$ cat src/rtl/dnn_out_argmax.sv
// rtl/dnn_out_argmax.sv - capture engine scores, scan sequentially for argmax/max/tie, indexed readout
module dnn_out_argmax #(
  parameter int DATA_WIDTH = 4,
  parameter int N_CLASSES  = 10,
  parameter int IDX_WIDTH  = 4
) (
  input  logic                            clk,
  input  logic                            rst,
  input  logic                            clear,
  input  logic                            in_valid,
  input  logic [N_CLASSES*DATA_WIDTH-1:0] in_data,
  input  logic [IDX_WIDTH-1:0]            rd_idx,
  output logic [DATA_WIDTH-1:0]           rd_data,
  output logic                            busy,
  output logic                            result_valid,
  output logic [IDX_WIDTH-1:0]            result_class,
  output logic [DATA_WIDTH-1:0]           result_max,
  output logic                            result_tie,
  output logic                            overrun
);

  localparam logic [1:0] IDLE = 2'd0;
  localparam logic [1:0] SCAN = 2'd1;
  localparam logic [1:0] DONE = 2'd2;
  localparam logic [IDX_WIDTH-1:0] LAST = IDX_WIDTH'(N_CLASSES - 1);

  logic [1:0]                   state_q, state_d;
  logic signed [DATA_WIDTH-1:0] buf_q [N_CLASSES];
  logic signed [DATA_WIDTH-1:0] buf_d [N_CLASSES];
  logic [IDX_WIDTH-1:0]         cnt_q, cnt_d;
  logic [IDX_WIDTH-1:0]         run_class_q, run_class_d;
  logic signed [DATA_WIDTH-1:0] run_max_q, run_max_d;
  logic                         run_tie_q, run_tie_d;
  logic [IDX_WIDTH-1:0]         res_class_q, res_class_d;
  logic signed [DATA_WIDTH-1:0] res_max_q, res_max_d;
  logic                         res_tie_q, res_tie_d;
  logic                         res_valid_q, res_valid_d;
  logic                         overrun_q, overrun_d;
  logic signed [DATA_WIDTH-1:0] rd_data_q, rd_data_d;
  logic signed [DATA_WIDTH-1:0] cur;

  always_comb begin
    state_d     = state_q;
    buf_d       = buf_q;
    cnt_d       = cnt_q;
    run_class_d = run_class_q;
    run_max_d   = run_max_q;
    run_tie_d   = run_tie_q;
    res_class_d = res_class_q;
    res_max_d   = res_max_q;
    res_tie_d   = res_tie_q;
    res_valid_d = res_valid_q;
    overrun_d   = overrun_q;
    cur         = buf_q[cnt_q];
    rd_data_d   = (int'(rd_idx) < N_CLASSES) ? buf_q[rd_idx] : buf_q[0];

    case (state_q)
      SCAN: begin
        if (in_valid) overrun_d = 1'b1;
        // Strict greater keeps the lowest index among equal maxima.
        if (cur > run_max_q) begin
          run_max_d   = cur;
          run_class_d = cnt_q;
          run_tie_d   = 1'b0;
        end else if (cur == run_max_q) begin
          run_tie_d = 1'b1;
        end
        cnt_d = cnt_q + 1'b1;
        if (cnt_q == LAST) state_d = DONE;
      end
      DONE: begin
        res_class_d = run_class_q;
        res_max_d   = run_max_q;
        res_tie_d   = run_tie_q;
        res_valid_d = 1'b1;
      end
      default: ;
    endcase

    if (in_valid && state_q != SCAN) begin
      for (int k = 0; k < N_CLASSES; k++) buf_d[k] = in_data[k*DATA_WIDTH +: DATA_WIDTH];
      run_max_d   = in_data[DATA_WIDTH-1:0];
      run_class_d = '0;
      run_tie_d   = 1'b0;
      cnt_d       = IDX_WIDTH'(1);
      res_valid_d = 1'b0;
      state_d     = SCAN;
    end

    if (clear) begin
      for (int k = 0; k < N_CLASSES; k++) buf_d[k] = '0;
      state_d     = IDLE;
      cnt_d       = '0;
      run_class_d = '0;
      run_max_d   = '0;
      run_tie_d   = 1'b0;
      res_class_d = '0;
      res_max_d   = '0;
      res_tie_d   = 1'b0;
      res_valid_d = 1'b0;
      overrun_d   = 1'b0;
      rd_data_d   = '0;
    end
  end

  always_ff @(posedge clk or posedge rst) begin
    if (rst) begin
      state_q     <= IDLE;
      for (int k = 0; k < N_CLASSES; k++) buf_q[k] <= '0;
      cnt_q       <= '0;
      run_class_q <= '0;
      run_max_q   <= '0;
      run_tie_q   <= 1'b0;
      res_class_q <= '0;
      res_max_q   <= '0;
      res_tie_q   <= 1'b0;
      res_valid_q <= 1'b0;
      overrun_q   <= 1'b0;
      rd_data_q   <= '0;
    end else begin
      state_q     <= state_d;
      buf_q       <= buf_d;
      cnt_q       <= cnt_d;
      run_class_q <= run_class_d;
      run_max_q   <= run_max_d;
      run_tie_q   <= run_tie_d;
      res_class_q <= res_class_d;
      res_max_q   <= res_max_d;
      res_tie_q   <= res_tie_d;
      res_valid_q <= res_valid_d;
      overrun_q   <= overrun_d;
      rd_data_q   <= rd_data_d;
    end
  end

  assign busy         = (state_q == SCAN);
  assign result_valid = res_valid_q;
  assign result_class = res_class_q;
  assign result_max   = res_max_q;
  assign result_tie   = res_tie_q;
  assign overrun      = overrun_q;
  assign rd_data      = rd_data_q;

endmodule

$ cat config.mk
export PLATFORM = sky130hd
export DESIGN_NAME = dnn_out_argmax
export DESIGN_NICKNAME = d
export VERILOG_FILES = /design/src/rtl/dnn_out_argmax.sv
export SDC_FILE = /design/constraint.sdc
export NUM_CORES = 1
export LEC_CHECK = 0
export ABC_CLOCK_PERIOD_IN_PS = 3100
export CORE_ASPECT_RATIO = 1.25
export CORE_MARGIN = 2
export CORE_UTILIZATION = 30
export CTS_CLUSTER_SIZE = 40
export DETAILED_ROUTE_END_ITERATION = 16
export SETUP_SLACK_MARGIN = 0.1
export SLEW_MARGIN = 20
export SYNTH_ARGS = -nofsm -noshare
export SYNTH_HDL_FRONTEND = slang
export SYNTH_SLANG_ARGS = --single-unit
$ cat constraint.sdc
create_clock -name clk -period 3.1 [get_ports clk]
set_input_delay 0.465 -clock clk [delete_from_list [all_inputs] [get_ports clk]]
set_output_delay 0.465 -clock clk [all_outputs]
set_load 0.02 [all_outputs]
==> results_dict.tcl <==
set metrics [dict create \
    finalClockSkew_ns 0.00660 \
    power.leakage_nw 1.99 \
    routabilityCongestion 0.845 \
    grt_antenna_before_repair 0 \
    critical_path_arrival_ns 3.00 \
    crit_path_max_fanout 15 \
    numPlacedInstances 488 \
    syn_to_final_growth_pct 30.6 \
    grt_max_degree 71 \
    port_buffers 63 \
    setup_violations 0 \
    synth_seq_cells 70 \
    preCtsSetupSlack_ns 0.258 \
    dp_hpwl_um 6540 \
    clock_power_share_pct 44.7 \
    floorplan.die_area_sq_mm 0.0126 \
    timing.critical_path.from_type "flop" \
    critical_path.max_stage_delay_ns 0.51 \
    final_antenna_violating_net_count 0 \
    final_core_density_pct 39.8 \
    cts.repair_timing.setup_buffer_count 0 \
    finalWorstPathRequiredPeriod_ns 2.78 \
    crit_type "reg -> reg" \
    p_sw_mw 0.581 \
    synth.top_cell.area_share_pct 49.9 \
    drtIter0Drc 180 \
    peak_supply_drop_mv 0.206 \
    floorplan.initialDensity_pct 30.5 \
    clock_path_buffers 2 \
    timing.critical_path.to_type "flop" \
    rows 44 \
    core_ar_sq_mm 0.0115 \
    comb_power_share_pct 14.3 \
    timing.hold.worst.class "reg -> reg" \
    cts_root_buffer "clkbuf_16" \
    cell_internal_pwr_mw 1.86 \
    drt-pass1-iter-count 4 \
    report.final.hold_viol_count 0 \
    worst_r2r_startpoint "cnt_q[0]" \
    required_ns 3.31 \
    final.setup.tns_ns 0 \
    final_min_period_over_clock_period_pct 89.8 \
    clk-insertion-delay-late_ns 0.33 \
    power_per_cell_area_mw_per_mm2 532 \
    fin_cells 503 \
    final_layout_size_suffix_gt1_share_pct 13.2 \
    ctsHoldBuffers 0 \
    seq_area_frac_synth_pct 49.9 \
    timing.hold.worst.start "run_class_q[1]" \
    synth.largest_area_cell "dfrtp_1" \
    post_synth_num_cell_types 44 \
    drv.max_cap_violation_count 0 \
    status "finished clean" \
    worst_setup_path_startpoint "cnt_q[0]" \
    via_per_inst 5.23 \
    synth_area_per_cell_sq_um 11.7 \
    critical_path.cell_chain "buf_6, mux4_2, o21ai_0, o21ai_1, ha_1, nand4_1, nand3_2, a31oi_4, nor2_4, mux2_2" \
    antennaDiodeCount 0 \
    first_global_vias 2787 \
    drt_wl_total_um 8830 \
    synthesized_area_sq_mm 0.00351 \
    finalWorstSetupSlack_ns 0.316 \
    grt_pass1_wl_um 14400 \
    grt_util_all_layers_pct 14.9 \
    power_frac_seq_pct 41.1 \
    slew_headroom_pct 59.5 \
    cts.sink_count 70 \
    synthTopCellsByArea "dfrtp_1, a22o_1, mux4_2" \
    max_slew_vio_count 0 \
    synth.yosys.warnings 0 \
    cts_inserted_buffers 9 \
    power.total_mw 2.44 \
    vias 2631 \
    drt_drc_violations_left 0 \
    fmaxAchievable_ghz 0.359 \
    synthesis.instances 300 \
    net_count_reported_at_finish 415 \
    r2r_slack_ns 0.32 \
    clock_edge_transition_at_the_registers_on_the_reported_setup_and_hold_paths_ns 0.05 \
    wl_per_cell_um 17.6 \
    vertical_extent_of_the_die_um 125 \
    h-tree-depth 3 \
    synth_fp_nets 354 \
    timing.critical_path.slowest_stage_cell "mux4_2" \
    power.switching_fraction_pct 23.8 \
    grt_overflow_total 0 \
    ios 64 \
    tritoncts "done" \
    setup_repair_after_global_routing_missed_its_margin "false" \
    worst-slew-pin-transition_ns 0.607 \
    die_width_um 101 \
]
-- metrics by stage --
step           hold WS [ns]  instance area, sq um
2_1_floorplan         0.449                  3510
3_3_place_gp          0.475                  4260
3_5_place_dp          0.478                  4260
4_1_cts               0.493                  4580
5_1_grt               0.543                  4580
6_report              0.494                  4580
-- power groups by stage --
stage,clock network (mW),registers (mW),logic (mW)
floorplan,0,1.01,0.216
global placement,0,1.02,0.340
detailed placement,0,1.02,0.347
CTS,1.11,1.00,0.349
global route,1.15,1.01,0.379
finish,1.09,1.00,0.348
-- Yosys cell counts (all sizes together) --
library cell  count
dfrtp            70
nand2            38
a22o             36
mux2i            19
a21oi            14
clkbuf           13
mux4             12
nor2             12
o21ai            12
a211oi           10
buf              10
inv               9
nor2b             7
ha                6
a21o              5
a221oi            3
nand2b            3
o31ai             3
a31oi             2
and2              2
nand3             2
xor2              2
a2bb2oi           1
a311oi            1
and2b             1
and3              1
mux2              1
nand4             1
nor3              1
nor3b             1
o21a              1
or3b              1
-- area by class of cell --
type / instances / area [sq um]
inverters: 9 / 33.8
clock buffers: 12 / 246
fillers: 1106 / 6920
flip-flops and latches: 70 / 1750
well taps: 138 / 173
multi-input cells: 198 / 1590
repair buffers: 73 / 722
clock inverters: 3 / 68.8
-- flip-flops by register name, summed over array words and instances, names as in the netlist, 2 cells and up --
signal / flops
buf_q: 40
cnt_q: 4
rd_data: 4
result_class: 4
result_max: 4
run_class_q: 4
run_max_q: 4
state_q: 2
-- logic make-up (layout without fill, tap and decap cells) --
group	after synthesis	count (layout)	synth area share (%)
buffers and inverters	32	97	5.27
XOR/XNOR	2	2	0.499
multiplexers	32	32	13.4
AO/OA/AOI/OAI	88	88	19.0
adder cells (fa/ha/maj)	6	6	2.14
flip-flops	70	70	49.9
AND/OR/NAND/NOR	70	70	9.76
-- cell usage in the layout (no fill, tap or decap), types with 2 or more instances in the layout --
| cell type | count |
|---|---|
| a211oi_1 | 10 |
| a21o_1 | 5 |
| a21oi_1 | 12 |
| a221oi_1 | 3 |
| a22o_1 | 36 |
| and2_1 | 2 |
| buf_4 | 8 |
| bufinv_16 | 2 |
| clkbuf_1 | 2 |
| clkbuf_16 | 9 |
| clkdlybuf4s50_1 | 63 |
| dfrtp_1 | 69 |
| ha_1 | 6 |
| inv_1 | 7 |
| inv_2 | 2 |
| mux2i_1 | 19 |
| mux4_2 | 12 |
| nand2_1 | 38 |
| nand2b_1 | 2 |
| nor2_1 | 11 |
| nor2b_1 | 7 |
| o21ai_0 | 5 |
| o21ai_1 | 7 |
| o31ai_1 | 3 |
| xor2_1 | 2 |
-- per-layer routing --
layer | vias to the layer above | part of all wire, % | GRT usage (%)
met5 | - | 0 | 0
met4 | 0 | 2.2 | 6.69
met3 | 15 | 5.2 | 3.35
met2 | 80 | 49 | 23.5
met1 | 1310 | 44 | 19.5
li1 | 1226 | - | -
-- worst max-delay path: cells and delay by family (launching register included) --
family	cells	cell delay [ns]
multiplexers	2	0.87
flip-flops	1	0.38
buffers and inverters	1	0.22
AO/OA/AOI/OAI	3	0.34
adder cells (fa/ha/maj)	1	0.37
AND/OR/NAND/NOR	3	0.49
-- repair_timing --
item / CTS / global route
setup endpoints to repair: 0 / 1
gates resized for setup: 0 / 3
endpoints found under the hold margin: 0 / 0
-- final timing paths --
kind / cells after the start / endpoint
worst max-delay path: 10 / run_max_q[0]
worst min-delay path: 1 / run_class_q[1]
worst max register to register: 10 / run_max_q[0]
worst min register to register: 1 / run_class_q[1]
max in group asynchronous: 3 / cnt_q[1]
min in group asynchronous: 3 / buf_q[30]
(Power assumes the default switching activity.)
